--- src/rtl/lsu_if.sv ---
// Word-wide data-memory port between the load/store unit (master) and the
// data memory (slave).
interface lsu_if #(
    parameter int ADDR_W = 8
);
    logic              mem_req;
    logic              mem_we;
    logic [ADDR_W-1:0] mem_addr;
    logic [31:0]       mem_wdata;
    logic [3:0]        mem_be;
    logic              mem_ack;
    logic [31:0]       mem_rdata;

    modport master (
        output mem_req, mem_we, mem_addr, mem_wdata, mem_be,
        input  mem_ack, mem_rdata
    );

    modport slave (
        input  mem_req, mem_we, mem_addr, mem_wdata, mem_be,
        output mem_ack, mem_rdata
    );
endinterface

--- src/rtl/lsu.sv ---
// RV32I load/store unit: turns byte/half/word accesses into byte-enabled word
// transactions, splitting accesses that straddle a word boundary in two.
module lsu #(
    parameter int ADDR_W = 8
) (
    input  logic              clk,
    input  logic              rst,
    input  logic              req_valid,
    input  logic              is_load,
    input  logic              is_store,
    input  logic [2:0]        funct3,
    input  logic [ADDR_W-1:0] addr,
    input  logic [31:0]       store_data,
    output logic [31:0]       load_data,
    output logic              done,
    output logic              fault,
    output logic              stall,
    lsu_if.master             mem
);

    typedef enum logic [1:0] {IDLE, ACC1, ACC2, RESP} state_t;

    state_t state, state_nxt;

    logic              cmd_load;
    logic              cmd_fault;
    logic [2:0]        cmd_f3;
    logic [ADDR_W-3:0] cmd_word;
    logic [1:0]        cmd_off;
    logic [31:0]       cmd_data;
    logic [31:0]       hold;

    logic              illegal;
    logic [3:0]        base;
    logic [7:0]        mask;
    logic              split;
    logic [63:0]       wide_wdata;
    logic [31:0]       rdata_al;
    logic [31:0]       ext_rdata;
    logic [ADDR_W-3:0] next_word;
    logic              last_ack;

    assign illegal = (is_load == is_store)
                   || (is_load  && (funct3 == 3'b011 || funct3[2:1] == 2'b11))
                   || (is_store && !(funct3 == 3'b000 || funct3 == 3'b001 || funct3 == 3'b010));

    always_comb begin
        case (cmd_f3[1:0])
            2'b00:   base = 4'b0001;
            2'b01:   base = 4'b0011;
            default: base = 4'b1111;
        endcase
    end

    // Upper mask/data halves belong to the second word of a split access.
    assign mask       = {4'b0000, base} << cmd_off;
    assign split      = |mask[7:4];
    assign wide_wdata = {32'b0, cmd_data} << {cmd_off, 3'b000};
    assign next_word  = cmd_word + (ADDR_W-2)'(1);

    assign rdata_al = 32'((state == ACC2 ? {mem.mem_rdata, hold} : {32'b0, mem.mem_rdata})
                          >> {cmd_off, 3'b000});

    always_comb begin
        case (cmd_f3)
            3'b000:  ext_rdata = {{24{rdata_al[7]}}, rdata_al[7:0]};
            3'b001:  ext_rdata = {{16{rdata_al[15]}}, rdata_al[15:0]};
            3'b100:  ext_rdata = {24'b0, rdata_al[7:0]};
            3'b101:  ext_rdata = {16'b0, rdata_al[15:0]};
            default: ext_rdata = rdata_al;
        endcase
    end

    assign last_ack = mem.mem_ack && ((state == ACC1 && !split) || state == ACC2);

    // NOTE: flops use non-blocking assignments so every register samples pre-edge values.
    always_ff @(posedge clk or posedge rst) begin
        if (rst) state <= IDLE;
        else     state <= state_nxt;
    end

    // NOTE: every combinational output gets a default first, so no path can infer a latch.
    always_comb begin
        state_nxt = state;
        case (state)
            IDLE:    if (req_valid) state_nxt = illegal ? RESP : ACC1;
            ACC1:    if (mem.mem_ack) state_nxt = split ? ACC2 : RESP;
            ACC2:    if (mem.mem_ack) state_nxt = RESP;
            RESP:    state_nxt = IDLE;
            default: state_nxt = IDLE;
        endcase
    end

    always_comb begin
        mem.mem_req   = 1'b0;
        mem.mem_we    = 1'b0;
        mem.mem_addr  = '0;
        mem.mem_wdata = '0;
        mem.mem_be    = '0;
        done          = 1'b0;
        fault         = 1'b0;
        stall         = 1'b0;
        case (state)
            IDLE: stall = req_valid;
            ACC1: begin
                stall         = 1'b1;
                mem.mem_req   = 1'b1;
                mem.mem_we    = !cmd_load;
                mem.mem_addr  = {cmd_word, 2'b00};
                mem.mem_be    = mask[3:0];
                mem.mem_wdata = wide_wdata[31:0];
            end
            ACC2: begin
                stall         = 1'b1;
                mem.mem_req   = 1'b1;
                mem.mem_we    = !cmd_load;
                mem.mem_addr  = {next_word, 2'b00};
                mem.mem_be    = mask[7:4];
                mem.mem_wdata = wide_wdata[63:32];
            end
            RESP: begin
                done  = 1'b1;
                fault = cmd_fault;
            end
            default: ;
        endcase
    end

    // NOTE: datapath registers are reset as well, so load_data and hold read 0 straight out of reset.
    always_ff @(posedge clk or posedge rst) begin
        if (rst) begin
            cmd_load  <= 1'b0;
            cmd_fault <= 1'b0;
            cmd_f3    <= '0;
            cmd_word  <= '0;
            cmd_off   <= '0;
            cmd_data  <= '0;
            hold      <= '0;
            load_data <= '0;
        end else begin
            if (state == IDLE && req_valid) begin
                cmd_load  <= is_load;
                cmd_fault <= illegal;
                cmd_f3    <= funct3;
                cmd_word  <= addr[ADDR_W-1:2];
                cmd_off   <= addr[1:0];
                cmd_data  <= store_data;
            end
            if (state == ACC1 && mem.mem_ack) hold <= mem.mem_rdata;
            if (last_ack && cmd_load) load_data <= ext_rdata;
        end
    end

endmodule

--- src/flat_wrapper.sv ---
// flat-port wrapper written by rule: the top's interface ports become plain ports
module lsu_flat 
#(
    parameter int ADDR_W = 8
)
  (clk, rst, req_valid, is_load, is_store, funct3, addr, store_data, load_data, done, fault, stall, mem_mem_req, mem_mem_we, mem_mem_addr, mem_mem_wdata, mem_mem_be, mem_mem_ack, mem_mem_rdata);
  lsu_if #(.ADDR_W(ADDR_W)) mem_i ();
  input  logic clk;
  input  logic rst;
  input  logic req_valid;
  input  logic is_load;
  input  logic is_store;
  input  logic [2:0] funct3;
  input  logic [ADDR_W-1:0] addr;
  input  logic [31:0] store_data;
  output logic [31:0] load_data;
  output logic done;
  output logic fault;
  output logic stall;
  output wire logic [$bits(mem_i.mem_req)-1:0] mem_mem_req;
  output wire logic [$bits(mem_i.mem_we)-1:0] mem_mem_we;
  output wire logic [$bits(mem_i.mem_addr)-1:0] mem_mem_addr;
  output wire logic [$bits(mem_i.mem_wdata)-1:0] mem_mem_wdata;
  output wire logic [$bits(mem_i.mem_be)-1:0] mem_mem_be;
  input wire logic [$bits(mem_i.mem_ack)-1:0] mem_mem_ack;
  input wire logic [$bits(mem_i.mem_rdata)-1:0] mem_mem_rdata;
  assign mem_mem_req = mem_i.mem_req;
  assign mem_mem_we = mem_i.mem_we;
  assign mem_mem_addr = mem_i.mem_addr;
  assign mem_mem_wdata = mem_i.mem_wdata;
  assign mem_mem_be = mem_i.mem_be;
  assign mem_i.mem_ack = mem_mem_ack;
  assign mem_i.mem_rdata = mem_mem_rdata;
  lsu #(.ADDR_W(ADDR_W)) u_core (.clk(clk), .rst(rst), .req_valid(req_valid), .is_load(is_load), .is_store(is_store), .funct3(funct3), .addr(addr), .store_data(store_data), .load_data(load_data), .done(done), .fault(fault), .stall(stall), .mem(mem_i));
endmodule
--- config.mk ---
export PLATFORM = sky130hd
export DESIGN_NAME = lsu_flat
export DESIGN_NICKNAME = d
export VERILOG_FILES = /design/src/rtl/lsu_if.sv /design/src/rtl/lsu.sv /design/src/flat_wrapper.sv
export SDC_FILE = /design/constraint.sdc
export NUM_CORES = 1
export LEC_CHECK = 0
export BUFFER_PORTS_ARGS = -buffer_cell sky130_fd_sc_hd__clkbuf_2
export CORE_ASPECT_RATIO = 1.75
export CORE_MARGIN = 4
export CORE_UTILIZATION = 50
export CTS_BUF_LIST = sky130_fd_sc_hd__clkbuf_8 sky130_fd_sc_hd__clkbuf_16
export DETAILED_ROUTE_END_ITERATION = 8
export HOLD_SLACK_MARGIN = 0.03
export PLACE_DENSITY = 0.88
export SYNTH_ARGS = -nofsm -noshare
export SYNTH_HDL_FRONTEND = slang
export SYNTH_SLANG_ARGS = --single-unit
--- constraint.sdc ---
create_clock -name clk -period 3.7 [get_ports clk]
set_clock_uncertainty 0.15 [all_clocks]
set_input_delay 0.555 -clock clk [delete_from_list [all_inputs] [get_ports clk]]
set_output_delay 0.555 -clock clk [all_outputs]
set_load 0.02 [all_outputs]
Word-level counts from Yosys, hierarchy flattened:

Index checks and enable logic that the tools add are counted.

* word-level logic and storage cells: 68
* flip-flop bits (word level): 111
* bits in writable memories: 0
* bits in read-only memories: 0
* memories kept: 0
* latch bits: 0
* input bits: 81

* $mul: 0
* equality and inequality tests: 15
* reductions and logical operators: 23
* shift-type cells: 3
* muxes and demuxes: 17
* order comparisons: 0
* divide/modulo/power cells: 0
* bitwise operators: 0
* add/subtract/negate cells: 1

Operators with widths (number)
* $pmux 32 s4: 1
* $mux 64: 1
* $pmux 32 s2: 1
* $shl 32x5->64: 1
* $shr 64x5->32: 1
* $pmux 4 s2: 2
* $pmux 8 s2: 1
* $mux 2: 4
* $pmux 2 s4: 1
* $shl 4x2->8: 1
* $logic_and 1x1->1: 7
* $add 6x1->6 const B: 1
* $eq 2x2->1 const B: 3
* $eq 3x1->1 const B: 2
* $eq 3x2->1 const B: 2
* $eq 3x3->1 const B: 2
* $logic_not 3->1: 2
* $logic_or 1x1->1: 6
* $ne 2x2->1 const B: 3
* $mux 1: 5
* $eq 2x1->1 const B: 2
* $logic_not 2->1: 2
* $reduce_or 4->1: 1
* $logic_not 1->1: 3
* other kinds (4): 4

Logic depth before layout (Yosys ltp):

Gate-level depths: netlist of run 1.

* word-level depth: 9
* mapped depth: 10

Least setup slack after synthesis of run 1:

Ideal clock, no wire load.

* path kind: register to output
* start: register u_core.state[1]
* end: output mem_mem_wdata[0]
* cell stages (with the launch flop): 8
* data required time: 2995 ps
* path buffers: 1
* arrival time: 1800 ps
* path slack: 1195 ps
* path through: dfrtp_1 -> inv_1 -> ha_1 -> clkbuf_1 -> nand2b_1 -> nor2_1 -> a22oi_1 -> nor2b_1

* cells in the longest elaborated chain, start to end: 2
* elaborated cells on any way between the ends: 3
* those cells by class: 2 x eq/ne; 1 x mux

Ends and longest elaborated chain
* from (decl): line lsu.sv:23 `state_t state, state_nxt;`
* from (signal assigned): line lsu.sv:79 `else state <= state_nxt;`
* $eq 2x2->1 or $eq 2x1->1 (tied branches): line lsu.sv:103 `case (state)`
* $pmux 32 s2 *: line lsu.sv:103
* to (decl): line flat_wrapper.sv:23 `output wire logic [$bits(mem_i.mem_wdata)-1:0] mem_mem_wdata;`

Every way passes the cells marked *; elsewhere a longest branch is shown, timed or not.

Final worst setup path of run 1:

Same ends and word-level chain as after synthesis.

==> Implementation_results.wiki, run 1 <==
{| class="wikitable"
! Metric !! Value
|-
| Status || finished, final reports clean
|-
| Count of cells resized by post-cts repair || 0
|-
| Register bit count reported by yosys || 111
|-
| Required time of the critical path || 2990 ps
|-
| Cell count after synthesis || 668
|-
| Setup crit start || u_core.state[1]
|-
| Highest-utilization routing layer at the global route stage || met2
|-
| Number of buffers on the longest clock path || 2
|-
| Seq pwr share || 29.5%
|-
| Static leakage || 3.75 nW
|-
| Initial standard-cell utilization of the core || 51.2%
|-
| Maximum fanout count along the critical path || 14
|-
| Post-Synth XOR/XNOR Area || 0.246%
|-
| Final #Nets || 884
|-
| Routing usage on met1 || 26.4%
|-
| Pin count of the biggest net entering global routing || 66
|-
| Number of max-cap violations || 0
|-
| Netlist area before placement || 7120 sq um
|-
| Number of buffers created by CTS || 9
|-
| Main combinational cell family by area after synthesis || multiplexers
|-
| Origin of the critical flop-to-flop path || u_core.state[0]
|-
| Number of pins with negative max-slew slack in the final report || 0
|-
| I/O pin total || 162
|-
| Sum of negative setup slack || 0 ps
|-
| Synth unique cells || 52
|-
| Detailed-routing iteration count for the pre-antenna-repair pass || 7
|-
| Buffers inserted by post-CTS timing repair || 0
|-
| Share of the synthesized area in compound gates (AO/OA/AOI/OAI) || 14.5%
|-
| Number of levels the H-tree was split into || 3
|-
| Remaining number of nets flagged by the antenna check after routing || 0
|-
| Area of the die || 16,300 sq um
|-
| Least-Margin Pin Slew || 1060 ps
|-
| Final Routed Wirelength || 20,000 um
|-
| Number of synthesized flops with an enable pin || 0
|-
| Final hold violations || 0
|-
| Layout Area Growth over Synthesis || 15.4%
|-
| Die width || 98.2 um
|-
| Layout cells sized above 1 || 38.8%
|-
| Port Buf Inserts || 159
|-
| Number of antenna violations at the first check in global routing || 0
|-
| Filler Cells Inserted || 1,226
|-
| Depth of the most critical reg-to-reg path || 8
|-
| Sequential fraction of the synthesis area || 39.0%
|-
| Critical Path Sink Type || output pin
|-
| Net switching power figure || 0.00393 W
|-
| Final number of setup-violating endpoints || 0
|-
| Most frequent cells in the layout || sky130_fd_sc_hd__clkbuf_2 (159), sky130_fd_sc_hd__dfrtp_1 (109), sky130_fd_sc_hd__mux2i_1 (94)
|-
| Clock latency at the later pin of the worst-skew pair || 360 ps
|-
| First-pass GRT wire length || 32,100 um
|-
| Tcrit/Tclk final || 91.4%
|-
| Post-synthesis adder-cell area fraction || 1.05%
|-
| Area inside the core boundary || 13,900 sq um
|-
| Height of the chip || 166 um
|-
| Total routing resource utilization after global routing || 24.6%
|-
| Pwr per Cell Area || 1030 nW/um^2
|-
| Mean Syn Cell Area || 10.7 sq um
|-
| Fmax || 296 MHz
|-
| Sum of internal, switching and leakage power || 0.00847 W
|-
| Cell-internal power || 0.00454 W
|-
| Placement Rows || 57
|-
| Critical Path Start Type || flip-flop
|-
| Iter 0 DRT Violations || 256
|-
| Final HPWL from detailed placement || 14,600 um
|-
| Met3 GRT Util || 3.95%
|-
| Sw Share || 46.4%
|-
| Async S/R FF share, synth || 100%
|-
| VDD IR max || 0.670 mV
|-
| Remaining design rule violation count || 0
|-
| Vias post-DR || 5,863
|-
| Multiplexer area fraction after synthesis || 30.1%
|-
| Clock slew seen by the registers of the worst setup and hold paths || 80 ps
|-
| Worst slew margin || 28.9%
|-
| Clock Sinks || 111
|-
| Logic pwr share || 58.3%
|-
| Type of the worst min-delay path || primary input to async pin
|-
| Clock tree from TritonCTS || built
|-
| Setup Crit Path Kind || flip-flop to output pin
|-
| Total global routing overflow || 0
|-
| Cell at the root of the clock tree || sky130_fd_sc_hd__clkbuf_16
|-
| RSZ-0062 raised after global routing || false
|-
| Quantity of hold-fixing buffers added after cts || 0
|-
| Total inserted antenna cells || 0
|-
| Via density per instance || 5.99
|-
| Clock group share of total power || 12.3%
|-
| Most used DFF post-synth || sky130_fd_sc_hd__dfrtp_1
|-
| Average detailed-routed wire length per instance || 20.4 um
|-
| Last weighted congestion value of the routability-driven placer || 0.858
|-
| Number of global-route vias before repair || 6,144
|-
| Met2 Resource Use GR || 44.9%
|-
| Synth Area in Simple Gates || 9.42%
|-
| Minimum clock period || 3380 ps
|-
| Synthesis Warnings || 0
|-
| Data arrival, critical path || 2680 ps
|-
| Most common cell after layout, fill and taps aside || sky130_fd_sc_hd__clkbuf_2
|}
-- worst max-delay path, stage by stage (launching register included) --
cell and delay, ps:
sky130_fd_sc_hd__dfrtp_1 420, sky130_fd_sc_hd__inv_1 120, sky130_fd_sc_hd__ha_1 310, sky130_fd_sc_hd__nand2b_1 380, sky130_fd_sc_hd__nor2_1 540, sky130_fd_sc_hd__a22oi_1 200, sky130_fd_sc_hd__nor2b_1 160, sky130_fd_sc_hd__clkbuf_2 190
-- state kept, by name, indices dropped and copies added, names as in the netlist --
register and cells:
u_core.cmd_data 32, u_core.cmd_f3 3, u_core.cmd_fault 1, u_core.cmd_load 1
u_core.cmd_off 2, u_core.cmd_word 6, u_core.hold 32, u_core.load_data 32
u_core.state 2
-- layer usage --
metal / vias to the layer above / part of all wire (%)
li1: 2697 / -
met1: 2878 / 35
met2: 237 / 55
met3: 51 / 5.9
met4: 0 / 4.7
met5: - / 0
-- through the flow --
step	cell area [sq um]	hold slack, ps	utilization, %	instances	setup slack [ps]
6_report	8220	210	59.1	979	318
4_1_cts	8220	235	59.1	979	306
3_3_place_gp	7900	326	56.8	963	873
5_1_grt	8220	274	59.1	979	154
2_1_floorplan	7120	321	-	669	64.3
3_5_place_dp	7900	336	56.8	963	705
-- worst paths after layout --
| path | endpoint | slack (ps) |
|---|---|---|
| worst min register to register | u_core.load_data[15] | 360 |
| max in group asynchronous | u_core.hold[5] | 2450 |
| min in group clk | u_core.cmd_off[0] | 270 |
| worst max-delay path | mem_mem_wdata[0] | 320 |
| worst max register to register | u_core.load_data[28] | 820 |
| worst min-delay path | u_core.load_data[0] | 210 |
-- cell usage after synthesis, types with 2 or more instances --
| library cell | number | area (sq um) |
|---|---|---|
| sky130_fd_sc_hd__mux4_2 | 7 | 158 |
| sky130_fd_sc_hd__a32oi_1 | 2 | 17.5 |
| sky130_fd_sc_hd__xor2_1 | 2 | 17.5 |
| sky130_fd_sc_hd__o21ai_0 | 21 | 105 |
| sky130_fd_sc_hd__o22ai_1 | 17 | 106 |
| sky130_fd_sc_hd__buf_8 | 4 | 60.1 |
| sky130_fd_sc_hd__buf_6 | 6 | 67.6 |
| sky130_fd_sc_hd__a31oi_1 | 8 | 50.1 |
| sky130_fd_sc_hd__buf_1 | 3 | 11.3 |
| sky130_fd_sc_hd__buf_4 | 9 | 67.6 |
| sky130_fd_sc_hd__inv_1 | 8 | 30.0 |
| sky130_fd_sc_hd__nor3_1 | 2 | 10.0 |
| sky130_fd_sc_hd__nand4_1 | 2 | 12.5 |
| sky130_fd_sc_hd__a211oi_1 | 9 | 67.6 |
| sky130_fd_sc_hd__ha_1 | 6 | 75.1 |
| sky130_fd_sc_hd__and2_1 | 13 | 81.3 |
| sky130_fd_sc_hd__o2bb2ai_1 | 9 | 78.8 |
| sky130_fd_sc_hd__mux2i_1 | 94 | 941 |
| sky130_fd_sc_hd__a22oi_1 | 11 | 82.6 |
| sky130_fd_sc_hd__a21o_1 | 2 | 15.0 |
| sky130_fd_sc_hd__nand3_1 | 6 | 30.0 |
| sky130_fd_sc_hd__nor2_1 | 71 | 267 |
| sky130_fd_sc_hd__nand2_1 | 24 | 90.1 |
| sky130_fd_sc_hd__mux2_2 | 93 | 1050 |
| sky130_fd_sc_hd__a31oi_2 | 10 | 125 |
| sky130_fd_sc_hd__buf_2 | 16 | 80.1 |
| sky130_fd_sc_hd__nor2b_1 | 22 | 138 |
| sky130_fd_sc_hd__a22o_1 | 14 | 123 |
| sky130_fd_sc_hd__dfrtp_1 | 111 | 2780 |
| sky130_fd_sc_hd__a21oi_1 | 30 | 150 |
| sky130_fd_sc_hd__clkbuf_1 | 15 | 56.3 |
-- cell families after synthesis --
kind of cell | count (synthesis)
muxes | 194
and+or+nand+nor | 146
adders and majority gates | 6
buffers and inverters | 63
AOI/OAI and AO/OA | 145
xor gates and xnor gates | 2
other | 1
DFF | 111
-- power by group through the flow --
stage               Sequential [W]  Combinational [W]  Clock (W)
floorplan                  0.00246            0.00373          0
CTS                        0.00248            0.00496    0.00105
global placement           0.00246            0.00481          0
global route               0.00259            0.00534    0.00110
detailed placement         0.00250            0.00492          0
finish                     0.00250            0.00494    0.00104
-- layout make-up --
cell class | count | area, sq um | share of cell area, %
Timing Repair Buffer | 172 | 906 | 11.0
Tap cell | 177 | 221 | 2.70
Inverter | 8 | 32.5 | 0.396
Multi-Input combinational cell | 495 | 3960 | 48.2
Clock buffer | 10 | 239 | 2.91
Clock inverter | 6 | 72.6 | 0.883
Sequential cell | 111 | 2780 | 33.9
Note: power is estimated with default switching activity, not from simulation.
==> inputs of run 2 (changes only) <==
--- a/config.mk
+++ b/config.mk
@@ -18 +18,2 @@
 export SYNTH_SLANG_ARGS = --single-unit
+export TNS_END_PERCENT = 10
--- a/constraint.sdc
+++ b/constraint.sdc
@@ -4,2 +4,2 @@
 set_output_delay 0.555 -clock clk [all_outputs]
-set_load 0.02 [all_outputs]
+set_load 0.05 [all_outputs]
==> run 2 against run 1 <==
  * Final area up 0.34%
  * Largest cell class unchanged
  * Hold slack worse by 0.52 ps
  * First-iteration DRC count down 23%
  * Clock-buffer cell count unchanged
==> Implementation_results.wiki, run 2 (synthesized netlist as in run 1, its figures left out) <==
{| class="wikitable"
! Metric !! Value
|-
| Filler Cells Inserted || 1,190 (-2.9%)
|-
| Number of levels the H-tree was split into || 3 (unchanged)
|-
| Area inside the core boundary || 13,900 sq um (unchanged)
|-
| Final Routed Wirelength || 19,900 um (-0.67%)
|-
| Status || finished, final reports clean
|-
| Critical Path Start Type || flip-flop
|-
| Last weighted congestion value of the routability-driven placer || 0.864 (+0.68%)
|-
| WP buf/inv || 2 (unchanged)
|-
| Critical register-to-register path endpoint || u_core.load_data[17]
|-
| End point of the critical path || mem_mem_wdata[2]
|-
| Number of global-route vias before repair || 6,029 (-1.9%)
|-
| Height of the chip || 166 um (unchanged)
|-
| Clock latency at the later pin of the worst-skew pair || 350 ps (about the same)
|-
| Pin count of the biggest net entering global routing || 65 (-1.5%)
|-
| Clock tree from TritonCTS || built
|-
| Vias post-DR || 5,806 (-0.97%)
|-
| Placement Rows || 57 (unchanged)
|-
| Crit-path max cell delay || 560 ps (+20 ps)
|-
| Number of buffers on the longest clock path || 2 (unchanged)
|-
| Final number of setup-violating endpoints || 0 (unchanged)
|-
| Origin of the critical flop-to-flop path || u_core.cmd_off[0]
|-
| Required time of the critical path || 2990 ps (about the same)
|-
| Registers with the highest flip-flop counts || u_core.cmd_data: 32 flops, u_core.hold: 32 flops, u_core.load_data: 32 flops
|-
| Via density per instance || 5.92 (-1.1%)
|-
| Worst slew margin || 29.9% (+0.99 points)
|-
| Most common cell after layout, fill and taps aside || sky130_fd_sc_hd__clkbuf_2
|-
| Depth of the most critical reg-to-reg path || 6 (-2)
|-
| Tcrit/Tclk final || 92.1% (+0.75 points)
|-
| DP Cell Count || 964 (+0.10%)
|-
| Total inserted antenna cells || 0 (unchanged)
|-
| Port Buf Inserts || 159 (unchanged)
|-
| Cell family contributing the most delay on the critical path || simple AND/OR/NAND/NOR gates
|-
| Maximum fanout count along the critical path || 14 (unchanged)
|-
| Number of pins with negative max-slew slack in the final report || 0 (unchanged)
|-
| First-pass GRT wire length || 31,400 um (-2.3%)
|-
| Total routing resource utilization after global routing || 23.9% (-0.71 points)
|-
| Area of the die || 16,300 sq um (unchanged)
|-
| Total global routing overflow || 0 (unchanged)
|-
| Number of buffers created by CTS || 9 (unchanged)
|-
| Number of max-cap violations || 0 (unchanged)
|-
| Die width || 98.2 um (unchanged)
|-
| Setup crit start || u_core.state[1]
|-
| Fmax || 293 MHz (-0.82%)
|-
| Post-route non-filler standard cell count || 980 (+0.10%)
|-
| Least-Margin Pin Slew || 1050 ps (-14.9 ps)
|-
| Buffers inserted by post-CTS timing repair || 0 (unchanged)
|-
| Data arrival, critical path || 2700 ps (+20 ps)
|-
| Quantity of hold-fixing buffers added after cts || 0 (unchanged)
|-
| Count of cells resized by post-cts repair || 0 (unchanged)
|-
| Minimum clock period || 3410 ps (+27.8 ps)
|-
| Initial standard-cell utilization of the core || 51.2% (unchanged)
|-
| Sum of negative setup slack || 0 ps (unchanged)
|-
| RSZ-0062 raised after global routing || false
|-
| Final HPWL from detailed placement || 14,700 um (+0.98%)
|-
| Critical Path Slowest Stage Cell || sky130_fd_sc_hd__nor2_1
|-
| Number of antenna violations at the first check in global routing || 0 (unchanged)
|-
| Remaining number of nets flagged by the antenna check after routing || 0 (unchanged)
|-
| Average detailed-routed wire length per instance || 20.3 um (-0.78%)
|-
| Path length in cells of the critical path || 7 (unchanged)
|-
| Remaining design rule violation count || 0 (unchanged)
|-
| Worst-case register-to-register setup slack || 760 ps (-60 ps)
|-
| I/O pin total || 162 (unchanged)
|-
| Detailed-routing iteration count for the pre-antenna-repair pass || 4 (-3)
|-
| Critical Path Sink Type || output pin
|-
| Setup Crit Path Kind || flip-flop to output pin
|-
| Clock Sinks || 111 (unchanged)
|-
| Most frequent cells in the layout || sky130_fd_sc_hd__clkbuf_2 (156), sky130_fd_sc_hd__dfrtp_1 (109), sky130_fd_sc_hd__mux2i_1 (94)
|-
| Type of the worst min-delay path || primary input to async pin
|-
| Cell-by-cell trace of the critical path || inv_1, ha_1, nand2b_1, nor2_1, a22oi_1, nor2b_1, clkbuf_2
|-
| Cell at the root of the clock tree || sky130_fd_sc_hd__clkbuf_16
|-
| Layout cells sized above 1 || 38.6% (-0.17 points)
|-
| Layout Area Growth over Synthesis || 15.8%
|-
| Clock slew seen by the registers of the worst setup and hold paths || 80 ps (about the same)
|-
| Final hold violations || 0 (unchanged)
|-
| Final #Nets || 885 (+0.11%)
|-
| Iter 0 DRT Violations || 198 (-23%)
|}
[run 2: changes by cell type in the layout (fill, tap and decap cells not counted)]
cell | previous run | this run
sky130_fd_sc_hd__buf_4 | 12 | 14
sky130_fd_sc_hd__inv_6 | 2 | 1
sky130_fd_sc_hd__buf_12 | 1 | 3
sky130_fd_sc_hd__clkbuf_2 | 159 | 156
sky130_fd_sc_hd__inv_1 | 7 | 9
sky130_fd_sc_hd__inv_8 | 1 | 0
[run 2: how the worst min path moves through the flow]
stage,from,to,slack (ps),cells after the start
after floorplan,u_core.cmd_fault,u_core.cmd_fault,320,1
after global placement,u_core.load_data[15],u_core.load_data[15],330,1
after detailed placement,u_core.load_data[15],u_core.load_data[15],330,1
after CTS,rst,u_core.cmd_data[15],230,2
after global routing,rst,u_core.cmd_data[31],270,2
final,rst,u_core.hold[8],210,2
[run 2: final cells by class]
| type | count | area [sq um] | share of cell area, % |
|---|---|---|---|
| Tap cell | 177 | 221 | 2.69 |
| Inverter | 8 | 32.5 | 0.395 |
| Clock buffer | 10 | 239 | 2.90 |
| Timing Repair Buffer | 173 | 946 | 11.5 |
| Sequential cell | 111 | 2780 | 33.8 |
| Multi-Input combinational cell | 495 | 3960 | 48.1 |
| Clock inverter | 6 | 60.1 | 0.729 |
[run 2: metal layers]
metal | wire length, um | track usage [%] | vias up | part of all wire [%]
met1 | 7040 | 26.0 | 2859 | 35
met3 | 1190 | 4.33 | 38 | 6.0
li1 | - | - | 2694 | -
met2 | 10900 | 44.6 | 215 | 55
met5 | 0 | 0 | - | 0
met4 | 718 | 10.0 | 0 | 3.6
[run 2: per-stage QoR]
step	hold slack, ps	utilization, %	cell area [sq um]	setup WS, ps
CTS	228	59.3	8240	310
global route	272	59.3	8240	96.4
floorplan	321	-	7120	64.3
global placement	330	57.1	7940	771
finish	210	59.3	8240	291
detailed placement	333	57.1	7940	709
Power of run 2 is left out: the tool's default activity adds up to more than one toggle a clock period on the data nets, which glitch-free logic cannot reach.
==> inputs of run 3 (changes only) <==
- CELL_PAD_IN_SITES_DETAIL_PLACEMENT: not set -> 0
- CELL_PAD_IN_SITES_GLOBAL_PLACEMENT: not set -> 1
- CORE_UTILIZATION: 50 -> 38
- PLACE_DENSITY: 0.88 -> 0.86
==> run 3 against run 2 <==
  * Register-to-register slack improved by 60 ps
  * Critical path depth down 1
  * Wire length grew 4.9%
  * Sequential share of layout area down 0.41 points
  * Cell count up 6.0%
  * Die area grew 29%
  * Via count shrank 0.62%
  * Global-route usage is 4.4 points lower
  * Hold slack got worse by 36 ps
  * Final area grew 1.2%
  * First-iteration DRC count up 10%
  * Maximum frequency up 1.5%
  * Critical endpoint is now mem_mem_wdata[7]
==> Implementation_results.wiki, run 3 (synthesized netlist as in run 1, its figures left out) <==
{| class="wikitable"
! Metric !! Value
|-
| Status || finished, final reports clean
|-
| Cell at the root of the clock tree || sky130_fd_sc_hd__clkbuf_16
|-
| Critical Path Sink Type || output pin
|-
| Area inside the core boundary || 18,500 sq um (+33%)
|-
| Most common cell after layout, fill and taps aside || sky130_fd_sc_hd__clkbuf_2
|-
| Fmax || 298 MHz (+1.5%)
|-
| Total routing resource utilization after global routing || 19.5% (-4.4 points)
|-
| Port Buf Inserts || 159 (unchanged)
|-
| Buffers inserted by post-CTS timing repair || 0 (unchanged)
|-
| Type of the worst min-delay path || primary input to async pin
|-
| Crit-path max cell delay || 820 ps (+260 ps)
|-
| Initial standard-cell utilization of the core || 38.5% (-13 points)
|-
| Number of levels the H-tree was split into || 3 (unchanged)
|-
| Registers with the highest flip-flop counts || u_core.cmd_data: 32 flops, u_core.hold: 32 flops, u_core.load_data: 32 flops
|-
| Layout Area Growth over Synthesis || 17.2%
|-
| Tcrit/Tclk final || 90.8% (-1.3 points)
|-
| Clock Sinks || 111 (unchanged)
|-
| Data arrival, critical path || 2650 ps (-50 ps)
|-
| Vias post-DR || 5,770 (-0.62%)
|-
| Maximum fanout count along the critical path || 48 (+34)
|-
| Total inserted antenna cells || 0 (unchanged)
|-
| Critical Path Start Type || flip-flop
|-
| Minimum clock period || 3360 ps (-49.9 ps)
|-
| Clock tree from TritonCTS || built
|-
| Number of buffers on the longest clock path || 2 (unchanged)
|-
| Final HPWL from detailed placement || 15,400 um (+4.3%)
|-
| Quantity of hold-fixing buffers added after cts || 0 (unchanged)
|-
| Final hold violations || 0 (unchanged)
|-
| Area of the die || 21,100 sq um (+29%)
|-
| Sum of negative setup slack || 0 ps (unchanged)
|-
| Number of pins with negative max-slew slack in the final report || 0 (unchanged)
|-
| I/O pin total || 162 (unchanged)
|-
| Detailed-routing iteration count for the pre-antenna-repair pass || 5 (+1)
|-
| Number of antenna violations at the first check in global routing || 0 (unchanged)
|-
| Total global routing overflow || 0 (unchanged)
|-
| Most frequent cells in the layout || sky130_fd_sc_hd__clkbuf_2 (156), sky130_fd_sc_hd__dfrtp_1 (109), sky130_fd_sc_hd__mux2i_1 (94)
|-
| Pin count of the biggest net entering global routing || 72 (+11%)
|-
| WP buf/inv || 2 (unchanged)
|-
| Height of the chip || 189 um (+14%)
|-
| Worst-case register-to-register setup slack || 820 ps (+60 ps)
|-
| Filler Cells Inserted || 1,824 (+53%)
|-
| Final #Nets || 884 (-0.11%)
|-
| Setup Crit Path Kind || flip-flop to output pin
|-
| Least-Margin Pin Slew || 1120 ps (+68.3 ps)
|-
| Die width || 111 um (+14%)
|-
| Average detailed-routed wire length per instance || 20.1 um (-1.1%)
|-
| Number of buffers created by CTS || 9 (unchanged)
|-
| Number of max-cap violations || 0 (unchanged)
|-
| Critical Path Slowest Stage Cell || sky130_fd_sc_hd__dfrtp_4
|-
| Required time of the critical path || 2990 ps (about the same)
|-
| Count of cells resized by post-cts repair || 0 (unchanged)
|-
| Clock latency at the later pin of the worst-skew pair || 350 ps (about the same)
|-
| Final number of setup-violating endpoints || 0 (unchanged)
|-
| Iter 0 DRT Violations || 218 (+10%)
|-
| Worst slew margin || 25.3% (-4.6 points)
|-
| Layout cells sized above 1 || 38.7% (+0.096 points)
|-
| Number of global-route vias before repair || 6,052 (+0.38%)
|-
| Placement Rows || 66 (+16%)
|-
| Final Routed Wirelength || 20,800 um (+4.9%)
|-
| RSZ-0062 raised after global routing || false
|-
| Remaining number of nets flagged by the antenna check after routing || 0 (unchanged)
|-
| Via density per instance || 5.55 (-6.3%)
|-
| First-pass GRT wire length || 32,500 um (+3.6%)
|-
| Clock slew seen by the registers of the worst setup and hold paths || 70 ps (about the same)
|-
| Remaining design rule violation count || 0 (unchanged)
|-
| Cell family contributing the most delay on the critical path || flip-flops
|-
| Last weighted congestion value of the routability-driven placer || 0.847 (-1.9%)
|-
| Cell-by-cell trace of the critical path || inv_1, nor2_1, a22oi_1, o22ai_1, and2_1, buf_12
|}
-- run 3: worst paths after layout --
check | from | end | depth (start not counted)
setup / recovery | u_core.cmd_off[0] | mem_mem_wdata[7] | 6
hold / removal | rst | u_core.load_data[0] | 2
setup reg to reg | u_core.cmd_off[0] | u_core.load_data[15] | 7
hold reg to reg | u_core.cmd_fault | u_core.cmd_fault | 1
max in group asynchronous | rst | u_core.hold[22] | 3
min in group clk | addr[5] | u_core.cmd_word[3] | 2
-- run 3: stage by stage --
stage,utilization [%],cell area (sq um),setup WS [ps],hold slack [ps],cells
after global routing,45.1,8340,162,233,1039
after CTS,45.1,8340,331,189,1039
final,45.1,8340,341,173,1039
after detailed placement,43.5,8050,716,338,1024
after global placement,43.5,8050,780,327,1024
after floorplan,-,7120,64.3,321,669
-- run 3: final cells by class --
cell class | count | area [sq um] | area share [%]
multi-input combinational | 495 | 3960 | 47.5
sequential | 111 | 2780 | 33.3
timing repair buffer | 172 | 976 | 11.7
tap | 238 | 298 | 3.57
clock buffer | 9 | 225 | 2.70
clock inverter | 6 | 68.8 | 0.825
inverter | 8 | 32.5 | 0.390
-- run 3: worst register-to-register path, cell delays in order (launching register included) --
cell	delay, ps
sky130_fd_sc_hd__dfrtp_4	820
sky130_fd_sc_hd__buf_12	460
sky130_fd_sc_hd__o21ai_1	240
sky130_fd_sc_hd__a31oi_1	440
sky130_fd_sc_hd__nor2_4	170
sky130_fd_sc_hd__buf_4	260
sky130_fd_sc_hd__o211ai_1	150
sky130_fd_sc_hd__o21a_1	150
-- run 3: per-layer routing --
layer / global-route usage, % / routed length (um) / vias to the layer above
met5: 0 / 0 / -
met4: 7.31 / 539 / 0
met3: 2.59 / 886 / 27
met2: 37.2 / 11600 / 174
met1: 21.6 / 7790 / 2863
li1: - / - / 2706
Power of run 3 is left out for the same reason.
